==> config.mk <==
export PLATFORM = sky130hd
export DESIGN_NAME = port_reader
export DESIGN_NICKNAME = d
export VERILOG_FILES = /design/src/rtl/port_reader.sv
export SDC_FILE = /design/constraint.sdc
export NUM_CORES = 1
export LEC_CHECK = 0
export CORE_MARGIN = 1.5
export CORE_UTILIZATION = 48
export CTS_BUF_LIST = sky130_fd_sc_hd__clkbuf_4 sky130_fd_sc_hd__clkbuf_8 sky130_fd_sc_hd__clkbuf_16
export DETAILED_ROUTE_END_ITERATION = 16
export PLACE_DENSITY = 0.78
export SYNTH_ARGS = -nofsm -noshare
export SYNTH_HDL_FRONTEND = slang
export SYNTH_SLANG_ARGS = --single-unit
==> constraint.sdc <==
create_clock -name clk -period 18.15 [get_ports clk]
set_input_delay 5.445 -clock clk [delete_from_list [all_inputs] [get_ports clk]]
set_output_delay 5.445 -clock clk [all_outputs]
set_load 0.01 [all_outputs]
==> src/rtl/port_reader.sv <==
// Read-side port engine: dequeues a packet head, walks its page chain, ECC-corrects
// each page through an external decoder and streams half-words with sop/eop framing.

module port_reader_word #(
  parameter int IDX = 0
) (
  input  logic        clk,
  input  logic        rst,
  input  logic        raw_ld,
  input  logic [15:0] raw_i,
  input  logic        out_ld,
  input  logic [15:0] out_i,
  output logic [15:0] raw_o,
  output logic [15:0] out_o
);

  logic [15:0] raw_q, out_q;

  always_ff @(posedge clk or posedge rst) begin
    if (rst) begin
      raw_q <= '0;
      out_q <= '0;
    end else begin
      if (raw_ld) raw_q <= raw_i;
      if (out_ld) out_q <= out_i;
    end
  end

  assign raw_o = raw_q;
  assign out_o = out_q;

endmodule

module port_reader #(
  parameter  int PORT_ID  = 0,
  parameter  int PRIO_NUM = 8,
  localparam int PW       = (PRIO_NUM > 1) ? $clog2(PRIO_NUM) : 1
) (
  input  logic                clk,
  input  logic                rst,
  input  logic [PRIO_NUM-1:0] q_nonempty,
  output logic                deq_req,
  output logic [PW-1:0]       deq_prior,
  input  logic                deq_ack,
  input  logic [15:0]         deq_ptr,
  output logic                jt_rd_en,
  output logic [15:0]         jt_rd_addr,
  input  logic [15:0]         jt_rd_data,
  output logic [4:0]          sram_sel,
  output logic                sram_rd_en,
  output logic [13:0]         sram_rd_addr,
  input  logic [15:0]         sram_dout,
  output logic                ecc_rd_en,
  output logic [10:0]         ecc_rd_addr,
  input  logic [7:0]          ecc_dout,
  output logic [127:0]        dec_data,
  output logic [7:0]          dec_code,
  input  logic [127:0]        dec_cr_data,
  output logic                free_en,
  output logic [15:0]         free_ptr,
  input  logic                ready,
  output logic                rd_sop,
  output logic                rd_eop,
  output logic                rd_vld,
  output logic [15:0]         rd_data
);

  localparam int NUM_WORDS = 8;

  if (PORT_ID < 0 || PORT_ID > 15) begin : g_bad_port
    $error("port_reader: PORT_ID out of range");
  end

  typedef enum logic [2:0] {IDLE, ARB, FETCH, DECODE, SEND} state_e;

  state_e      state_q, state_d;
  logic [PW-1:0] prior_q, prior_d;
  logic [15:0] cur_q, cur_d;
  logic [15:0] nxt_q, nxt_d;
  logic        first_q, first_d;
  logic [3:0]  f_q, f_d;
  logic [2:0]  w_q, w_d;
  logic [8:0]  rem_q, rem_d;
  logic [7:0]  code_q, code_d;

  logic                            raw_cap, out_ld;
  logic [PW-1:0]                   pick;
  logic [NUM_WORDS-1:0][15:0]      raw_w, out_w;
  logic [NUM_WORDS-1:0][15:0]      cr_w;
  logic [8:0]                      hdr_len;

  assign cr_w    = dec_cr_data;
  assign hdr_len = cr_w[0][8:0];

  // Page buffer lanes: raw words fill during FETCH, corrected words load in DECODE.
  for (genvar k = 0; k < NUM_WORDS; k++) begin : g_word
    port_reader_word #(.IDX(k)) u_word (
      .clk   (clk),
      .rst   (rst),
      .raw_ld(raw_cap && (f_q == 4'(k + 1))),
      .raw_i (sram_dout),
      .out_ld(out_ld),
      .out_i (cr_w[k]),
      .raw_o (raw_w[k]),
      .out_o (out_w[k])
    );
  end

  always_comb begin
    pick = '0;
    for (int i = PRIO_NUM - 1; i >= 0; i--)
      if (q_nonempty[i]) pick = PW'(i);
  end

  always_ff @(posedge clk or posedge rst) begin
    if (rst) begin
      state_q <= IDLE;
      prior_q <= '0;
      cur_q   <= '0;
      nxt_q   <= '0;
      first_q <= 1'b0;
      f_q     <= '0;
      w_q     <= '0;
      rem_q   <= '0;
      code_q  <= '0;
    end else begin
      state_q <= state_d;
      prior_q <= prior_d;
      cur_q   <= cur_d;
      nxt_q   <= nxt_d;
      first_q <= first_d;
      f_q     <= f_d;
      w_q     <= w_d;
      rem_q   <= rem_d;
      code_q  <= code_d;
    end
  end

  always_comb begin
    state_d      = state_q;
    prior_d      = prior_q;
    cur_d        = cur_q;
    nxt_d        = nxt_q;
    first_d      = first_q;
    f_d          = f_q;
    w_d          = w_q;
    rem_d        = rem_q;
    code_d       = code_q;
    raw_cap      = 1'b0;
    out_ld       = 1'b0;
    deq_req      = 1'b0;
    jt_rd_en     = 1'b0;
    jt_rd_addr   = '0;
    sram_sel     = '0;
    sram_rd_en   = 1'b0;
    sram_rd_addr = '0;
    ecc_rd_en    = 1'b0;
    ecc_rd_addr  = '0;
    free_en      = 1'b0;
    free_ptr     = '0;
    rd_sop       = 1'b0;
    rd_eop       = 1'b0;
    rd_vld       = 1'b0;
    rd_data      = '0;

    unique case (state_q)
      IDLE: begin
        if (|q_nonempty) begin
          prior_d = pick;
          state_d = ARB;
        end
      end

      ARB: begin
        deq_req = 1'b1;
        if (deq_ack) begin
          cur_d   = deq_ptr;
          first_d = 1'b1;
          f_d     = '0;
          state_d = FETCH;
        end
      end

      // Reads are issued on f=0..7; each returns one cycle later, so f=1..8 capture.
      FETCH: begin
        if (f_q < 4'd8) begin
          sram_rd_en   = 1'b1;
          sram_sel     = cur_q[15:11];
          sram_rd_addr = {cur_q[10:0], f_q[2:0]};
        end
        if (f_q == 4'd0) begin
          ecc_rd_en   = 1'b1;
          ecc_rd_addr = cur_q[10:0];
          jt_rd_en    = 1'b1;
          jt_rd_addr  = cur_q;
        end
        if (f_q != 4'd0) raw_cap = 1'b1;
        if (f_q == 4'd1) begin
          code_d = ecc_dout;
          nxt_d  = jt_rd_data;
        end
        if (f_q == 4'd8) state_d = DECODE;
        else             f_d     = f_q + 4'd1;
      end

      DECODE: begin
        out_ld   = 1'b1;
        free_en  = 1'b1;
        free_ptr = cur_q;
        w_d      = '0;
        if (first_q) rem_d = (hdr_len == 9'd0) ? 9'd1 : hdr_len;
        state_d  = SEND;
      end

      SEND: begin
        rd_vld  = 1'b1;
        rd_data = out_w[w_q];
        rd_sop  = first_q && (w_q == 3'd0);
        rd_eop  = (rem_q == 9'd1);
        if (ready) begin
          rem_d = rem_q - 9'd1;
          w_d   = w_q + 3'd1;
          if (rem_q == 9'd1) begin
            state_d = IDLE;
          end else if (w_q == 3'd7) begin
            cur_d   = nxt_q;
            first_d = 1'b0;
            f_d     = '0;
            state_d = FETCH;
          end
        end
      end

      default: state_d = IDLE;
    endcase
  end

  assign deq_prior = prior_q;
  assign dec_data  = raw_w;
  assign dec_code  = code_q;

endmodule

**After elaboration in Yosys (flattened, before gate mapping)**

Cells that the tools add are included.

- Mux-type cells: 60
- Reduce and logical (&&, ||, !) cells: 25
- Equality and inequality tests: 23
- Order comparisons: 2
- Add/sub/neg operators: 3

Operators with widths:

| cell | count |
|---|---|
| 16-bit two-way mux | 9 |
| 16-bit binary-select mux with 3-bit select | 1 |
| 3-bit two-way mux | 15 |
| 16-bit one-hot mux with 2 select lines | 1 |
| 14-bit two-way mux | 2 |
| 9-bit two-way mux | 3 |
| 11-bit two-way mux | 2 |
| 4-bit two-way mux | 5 |
| 9-bit one-hot mux with 2 select lines | 1 |
| 4-bit by 3-bit equality test with 1-bit output (second input constant) | 4 |
| 2-bit inequality test (second input constant) | 8 |
| 1-bit two-way mux | 15 |
| 3-bit one-hot mux with 5 select lines | 1 |
| 4-bit one-hot mux with 3 select lines | 1 |
| 5-bit two-way mux | 2 |
| 5-bit AND reduction | 2 |
| 9-bit by 1-bit equality test with 1-bit output (second input constant) | 1 |
| 1-bit logical AND | 9 |
| 9-bit zero test | 1 |
| 9-bit by 1-bit subtractor with 9-bit output (second input constant) | 1 |
| 4-bit by 2-bit equality test with 1-bit output (second input constant) | 2 |
| 8-bit OR reduction | 1 |
| 3-bit by 2-bit equality test with 1-bit output (second input constant) | 2 |
| 3-bit equality test (second input constant) | 2 |
| 18 further kinds | 22 |

- Input bits: 196
- Output and inout port bits: 225
- Bits in registers: 319
- Logic and storage cells: 138

**Logic depth before layout (Yosys ltp)**

Gate-level depths: netlist of the first run.

- Depth in word-level cells: 8
- Mapped depth: 8
- Mapped depth without buffers: 8

**Cells and area by module**

Synthesis of the first run repeated with hierarchy kept, for this count alone.

- Cell total of the unflattened synthesis: 1007
- Area total of the unflattened synthesis: 15148.3 um^2

By module, submodules not included:

| module | area each (um^2) | cells an instance | times used |
|---|---|---|---|
| port_reader_word | 1302.5 | 69 | 8 |
| port_reader | 4728.3 | 455 | 1 |

**Least setup slack after synthesis of the first run**

Ideal clock, no wire load.

- Path kind: register to output
- Start point: reg state_q[0]
- End point: out jt_rd_addr[1]
- Cell stages (with the launch flop): 7
- Path buffers: 3
- Path slack: 10.768 ns
- Arrival time: 1.937 ns
- Path through: dfrtp_1 > or3b_1 > buf_4 > nor4b_2 > clkbuf_1 > and2_1 > buf_4

- Word-level cells in the longest chain between the ends: 2

RTL lines:

| item | line | RTL |
|---|---|---|
| start, declared | 76 | `state_e state_q, state_d;` |
| start signal, assigned | 127 | `state_q <= state_d;` |
| 3-bit by 2-bit equality test with 1-bit output | 166 | `unique case (state_q)` |
| 16-bit two-way mux | 166 |  |
| end, declared | 47 | `output logic [15:0] jt_rd_addr,` |

No other way between the ends.

**Final worst setup path of the first run**

- Start point: reg state_q[2]
- End point: out free_en

- Word-level cells in the longest chain between the ends: 2

RTL lines:

| item | line | RTL |
|---|---|---|
| 3-bit by 2-bit equality test with 1-bit output | 166 |  |
| 1-bit two-way mux | 166 |  |
| end, declared | 59 | `output logic free_en,` |

No other way between the ends.

==> results of run 1 <==
## final cells by class
class / count / area (um2)
antenna: 3 / 7.51
clock buffer: 49 / 1050
clock inverter: 15 / 246
fill: 2122 / 9120
inverter: 14 / 62.6
multi-input combinational: 845 / 5810
sequential: 319 / 7990
tap: 384 / 480
timing repair buffer: 425 / 4250
## cells in the mapped netlist, types with 2 or more instances
library cell / number
buf_4: 16
mux2i_1: 34
nand2_1: 419
o22a_1: 2
nand3_1: 8
buf_1: 3
clkbuf_1: 38
mux2_2: 112
nor3b_1: 2
buf_6: 5
and2_1: 54
mux4_2: 32
mux2_4: 40
o211ai_1: 2
nand2b_1: 4
o2bb2ai_1: 2
buf_2: 20
a22oi_1: 3
a21oi_1: 14
or4_1: 3
nand2_4: 4
nand4_1: 2
nand3b_1: 2
nor2_1: 32
dfrtp_1: 319
nor4_1: 3
nor3_1: 10
ha_1: 9
a31oi_1: 2
inv_1: 13
o21ai_0: 29
## worst paths after layout
| kind | start | to | slack [ns] | cells past startpoint |
|---|---|---|---|---|
| hold / removal | g_word[5].u_word.out_o[8] | g_word[5].u_word.out_o[8] | 0.47 | 2 |
| hold reg to reg | g_word[5].u_word.out_o[8] | g_word[5].u_word.out_o[8] | 0.47 | 2 |
| min in group asynchronous | rst | g_word[7].u_word.raw_o[5] | 5.50 | 2 |
| setup reg to reg | state_q[1] | g_word[0].u_word.raw_o[8] | 14.87 | 5 |
| max in group asynchronous | rst | g_word[7].u_word.out_o[2] | 11.00 | 3 |
| setup / recovery | state_q[2] | free_en | 8.97 | 4 |
## power by group through the flow
stage | combinational (W) | sequential (W) | clock (W)
3_5_place_dp | 0.00107 | 0.00121 | 0
3_3_place_gp | 0.00104 | 0.00119 | 0
6_report | 0.00107 | 0.00120 | 0.000781
5_1_grt | 0.00117 | 0.00123 | 0.000827
4_1_cts | 0.00108 | 0.00120 | 0.000796
2_1_floorplan | 0.000617 | 0.00118 | 0
## worst register-to-register path, delay by kind of cell, from the launching register on
kind	cells	cell delay (ns)
simple gates	4	2.22
flops	1	0.51
mux	1	0.43
## metrics by stage
| stage | area, um2 | utilization [%] | power, W | std cells | setup WS (ns) |
|---|---|---|---|---|---|
| finish | 19900 | 68.6 | 0.00305 | 2054 | 8.97 |
| global route | 19900 | 68.6 | 0.00323 | 2054 | 8.62 |
| CTS | 19900 | 68.5 | 0.00308 | 2051 | 8.94 |
| detailed placement | 18600 | 64.1 | 0.00228 | 1987 | 9.53 |
| global placement | 18600 | 64.1 | 0.00223 | 1987 | 9.66 |
| floorplan | 14300 | - | 0.00179 | 1261 | 3.88 |
## layer usage
| metal | wire (um) | vias to the layer above |
|---|---|---|
| li1 | - | 4962 |
| met1 | 16600 | 5303 |
| met2 | 19100 | 405 |
| met3 | 2940 | 85 |
| met4 | 1270 | 10 |
| met5 | 64 | - |
## kinds of logic after synthesis
logic type,Yosys count,share of synthesized area [%]
XOR/XNOR,1,0.0613
adder cells (fa/ha/maj),9,0.789
buffers and inverters,97,3.42
AND/OR/NAND/NOR,556,16.8
multiplexers,218,20.5
AO/OA/AOI/OAI,61,2.52
flip-flops,319,55.9
## sequential cells by signal, summed over array words and instances, names as in the netlist
signal,cells
dec_code,8
w_q,3
state_q,3
nxt_q,16
first_q,1
f_q,4
g_word.u_word.raw_o,128
cur_q,16
rem_q,9
deq_prior,3
g_word.u_word.out_o,128
==> run metrics, run 1 <==
status=finished, final reports clean; crit-path max FO=112; CP endpoint kind=output pin; CP delay by family, top=buffers and inverters; final WL=between 30 and 40 mm; Layout area overhead=39.3%; TNS Setup=0 ns; Die Footprint=30800 um2; Top FF cell, synth=dfrtp_1; max_cap viols=0; maximum VDD drop=0.109 mV; met2 usage in global routing=42.8%; syn nets=approximately 1.5k; first-pass GRT wire length=62.2 mm; vias after detailed routing=10.8k; GR Layer Usage met1=approximately a third; crit-path cells=nand3b_1 > inv_4 > buf_4 > clkdlybuf4s50_1; Synth top area share=55.9%; Die Y-Extent=175 um; Vias/cell=5.24; GRT met3 Usage=under 10%; Clock power frac=25.6%; overall routing resource usage=26.0%; Post-synth EDFFs=0; Worst EP arrival=approximately 3.7 ns; Worst Skew=0.00799 ns; Worst-Skew Late Latency=0.52 ns; Post-Syn Area=around 14000 um2; Starting Density=roughly half; async set-or-reset flop fraction in the synthesized netlist=100%; Synth warnings=0; clk root buf=clkbuf_16; I/O Buffers=420; cts hold-fix bufs=0; Combinational Power Share=35.0%; RSZ-0062 raised after global routing=false; static leakage=9.13 nW; Synth area leaders=dfrtp_1 (56%), nand2_1 (11%), mux2_2 (8.8%), mux4_2 (5.0%), mux2_4 (4.2%); Sw Ratio=between 30% and 40%; Worst path slowest cell=buf_4; DP Wirelength=27.9 mm; total gr overflow=0; Starting DRT DRC Count=roughly 890; chip width=roughly 180 um; initial antenna violation count=8; clock slew seen by the registers of the worst setup and hold paths=0.06 ns; RePlAce Congestion=0.879; largest area contributor in the netlist=dfrtp_1; clk sinks=319; share of cells above drive strength 1=between 15 and 20%; vias in the first global route=10.9k; Hold Slack=between 0.4 and 0.5 ns; Seq pwr share=around two fifths; DR WL/cell=19.5 um; Synth cell types=54; Core ar.=29000 um2; nets=approximately 1.8k; Setup Buffers After CTS=0; Slew @ Worst Pin=1.21 ns; CTS tree=yes; max frequency=0.109 GHz; final hold violations=0; Slew headroom=18.9%; CTS Buf Count=35; Site Rows=62; commonest non-fill, non-tap cell in the layout=clkdlybuf4s50_1; register area share after synthesis=a little under three fifths; # IOs=approximately 420; Post-route DRC=0; worst hold path type=reg2reg; CP bufs+invs=3; syn avg cell area=11.3 um2; Routed Antenna Nets=0; gate count after technology mapping=1261; Final Critical Period=9.18 ns; Switch Pwr=0.000978 W; max incr delay on CP=0.90 ns; Seq cells post-synth=319; commonest cells after routing, fill and taps aside=clkdlybuf4s50_1 (420), nand2_1 (419), dfrtp_1 (317), mux2_2 (112), and2_1 (54); pin count of the biggest net entering global routing=178; drt first pass iters=6; CTS Buffer Depth=3; Final Max Slew Viols=0; Post-CTS Resized=0; Pwr per Cell Area=153 nW/um2; gr busiest metal=met2; final worst-path cycle share=50.6%; CP Class=reg2out; # setup viols final=0; Internal=0.00207 W; htree depth=2; worst path required time=12.70 ns; startpoint types=flop
No activity file was read; power rests on OpenSTA's default activity.
==> inputs of run 2 (changes only) <==
--- a/config.mk
+++ b/config.mk
@@ -6,10 +6,10 @@
 export NUM_CORES = 1
 export LEC_CHECK = 0
 export CORE_MARGIN = 1.5
-export CORE_UTILIZATION = 48
+export CORE_UTILIZATION = 43
 export CTS_BUF_LIST = sky130_fd_sc_hd__clkbuf_4 sky130_fd_sc_hd__clkbuf_8 sky130_fd_sc_hd__clkbuf_16
 export DETAILED_ROUTE_END_ITERATION = 16
-export PLACE_DENSITY = 0.78
+export PLACE_DENSITY = 0.74
 export SYNTH_ARGS = -nofsm -noshare
 export SYNTH_HDL_FRONTEND = slang
 export SYNTH_SLANG_ARGS = --single-unit
==> constraint.sdc (replaced) <==
create_clock -name clk -period 7.7 [get_ports clk]
set_input_delay 2.31 -clock clk [delete_from_list [all_inputs] [get_ports clk]]
set_output_delay 2.31 -clock clk [all_outputs]
set_load 0.01 [all_outputs]
==> run metrics, run 2 (same netlist as run 1, synthesis figures left out) <==
I/O Buffers=420; area of the multi-input gates=between 5000 and 6000 um2; # fillers=about 2.6k; max frequency=0.177 GHz; crit-path cells=or3b_1 > nor4b_4 > and2_1 > clkdlybuf4s50_1; pin count of the biggest net entering global routing=170; DP Wirelength=27.6 mm; Post-CTS Resized=0; worst r2r src=state_q[0]; final WL=39.4 mm; Core ar.=about 33000 um2; worst path required time=5.39 ns; Slew headroom=20.4%; clk sinks=319; clock slew seen by the registers of the worst setup and hold paths=approximately 0.060 ns; CP endpoint kind=output pin; total gr overflow=0; Worst Reg2Reg Path Length in Cells=5; CTS tree=yes; CTS Buf Count=36; cts hold-fix bufs=0; startpoint types=flop; Pwr per Cell Area=355 nW/um2; static leakage=9.12 nW; htree depth=2; DR WL/cell=18.6 um; worst hold path type=reg2reg; status=finished, final reports clean; first-pass GRT wire length=around 60 mm; final worst-path cycle share=between 70% and 80%; worst reg2reg endpoint=g_word[0].u_word.raw_o[2]; # setup viols final=0; initial antenna violation count=4; commonest cells after routing, fill and taps aside=clkdlybuf4s50_1 (420), nand2_1 (419), dfrtp_1 (318), mux2_2 (112), and2_1 (54); Starting Density=43.8%; Layout area overhead=39.6%; Routed Antenna Nets=0; CP Class=reg2out; Worst-Skew Late Latency=0.52 ns; Setup Buffers After CTS=0; worst reg2reg setup slack=~4.3 ns; vias in the first global route=approximately 11k; Site Rows=between 60 and 70; hold_sp=g_word[2].u_word.out_o[0]; Post-route DRC=0; max_cap viols=0; commonest non-fill, non-tap cell in the layout=clkdlybuf4s50_1; vias after detailed routing=between 10k and 15k; Worst path slowest cell=nor4b_4; RePlAce Congestion=0.844; total power=0.00707 W; max incr delay on CP=0.89 ns; drt first pass iters=5; Register Area=~8000 um2; chip width=roughly 190 um; Worst EP arrival=3.34 ns; Vias/cell=5.08; Die Footprint=34300 um2; Worst Hold Depth=2; Slew @ Worst Pin=~1.2 ns; Die Y-Extent=185 um; CTS Buffer Depth=3; overall routing resource usage=22.9%; final hold violations=0; WHS Endpoint=g_word[2].u_word.out_o[0]; Final Max Slew Viols=0; # IOs=421; Worst Skew=between 0.03 and 0.04 ns; crit-path max FO=18; Final Critical Period=5.65 ns; RSZ-0062 raised after global routing=false; share of cells above drive strength 1=16.2%; nets=1849; maximum VDD drop=between 0.15 and 0.2 mV; Starting DRT DRC Count=569; TNS Setup=0 ns; clk root buf=clkbuf_16
## run 2: changes by cell type in the layout (fill, tap and decap cells not counted), moves of 2 or more
cell	previous run	this run
clkbuf_4	5	8
buf_4	4	6
clkinv_2	5	7
bufinv_16	6	3
## run 2: report_power, final
part           leakage, nW  internal [W]  switching, W  total, W
combinational         4.54       0.00137       0.00117   0.00254
clock                0.618       0.00106      0.000678   0.00174
sequential            3.97       0.00236      0.000428   0.00278
## run 2: worst max-delay path, delay by kind of cell (launching register included)
family / cells / cell delay [ns]
and+or+nand+nor: 3 / 1.78
buffers and inverters: 1 / 0.56
DFF: 1 / 0.48
## run 2: worst max-delay path by stage
| stage | from | end | depth (start not counted) |
|---|---|---|---|
| floorplan | rst | cur_q[0] | 1 |
| detailed placement | state_q[0] | jt_rd_addr[7] | 4 |
| global placement | state_q[0] | jt_rd_addr[7] | 4 |
| global route | state_q[1] | ecc_rd_addr[7] | 4 |
| finish | state_q[0] | jt_rd_addr[7] | 4 |
| CTS | state_q[0] | jt_rd_addr[7] | 4 |
## run 2: final cells by class
| type | instances | area share [%] |
|---|---|---|
| clock buffers | 51 | 5.30 |
| clock inverters | 13 | 0.810 |
| multi-input cells | 845 | 29.2 |
| inverters | 14 | 0.295 |
| well taps | 442 | 2.77 |
| diodes | 4 | 0.0502 |
| repair buffers | 428 | 21.5 |
| flip-flops and latches | 319 | 40.1 |
## run 2: stage by stage
step           setup slack (ns)  area (um2)  utilization, %  std cells  hold WS, ns
2_1_floorplan              1.14       14300               -       1261        0.440
3_3_place_gp               2.67       18700            57.3       2048        0.453
3_5_place_dp               2.59       18700            57.3       2048        0.458
4_1_cts                    2.02       19900            61.1       2112        0.473
5_1_grt                    1.90       19900            61.1       2116        0.485
6_report                   2.05       19900            61.1       2116        0.471
## run 2: routing by layer
metal / global-route usage (%) / vias to the layer above / wire length, um
met5: 0 / - / 0
met2: 37.8 / 418 / 19100
met3: 5.09 / 72 / 2720
met1: 29.4 / 5307 / 16400
li1: - / 4953 / -
met4: 8.46 / 0 / 1180
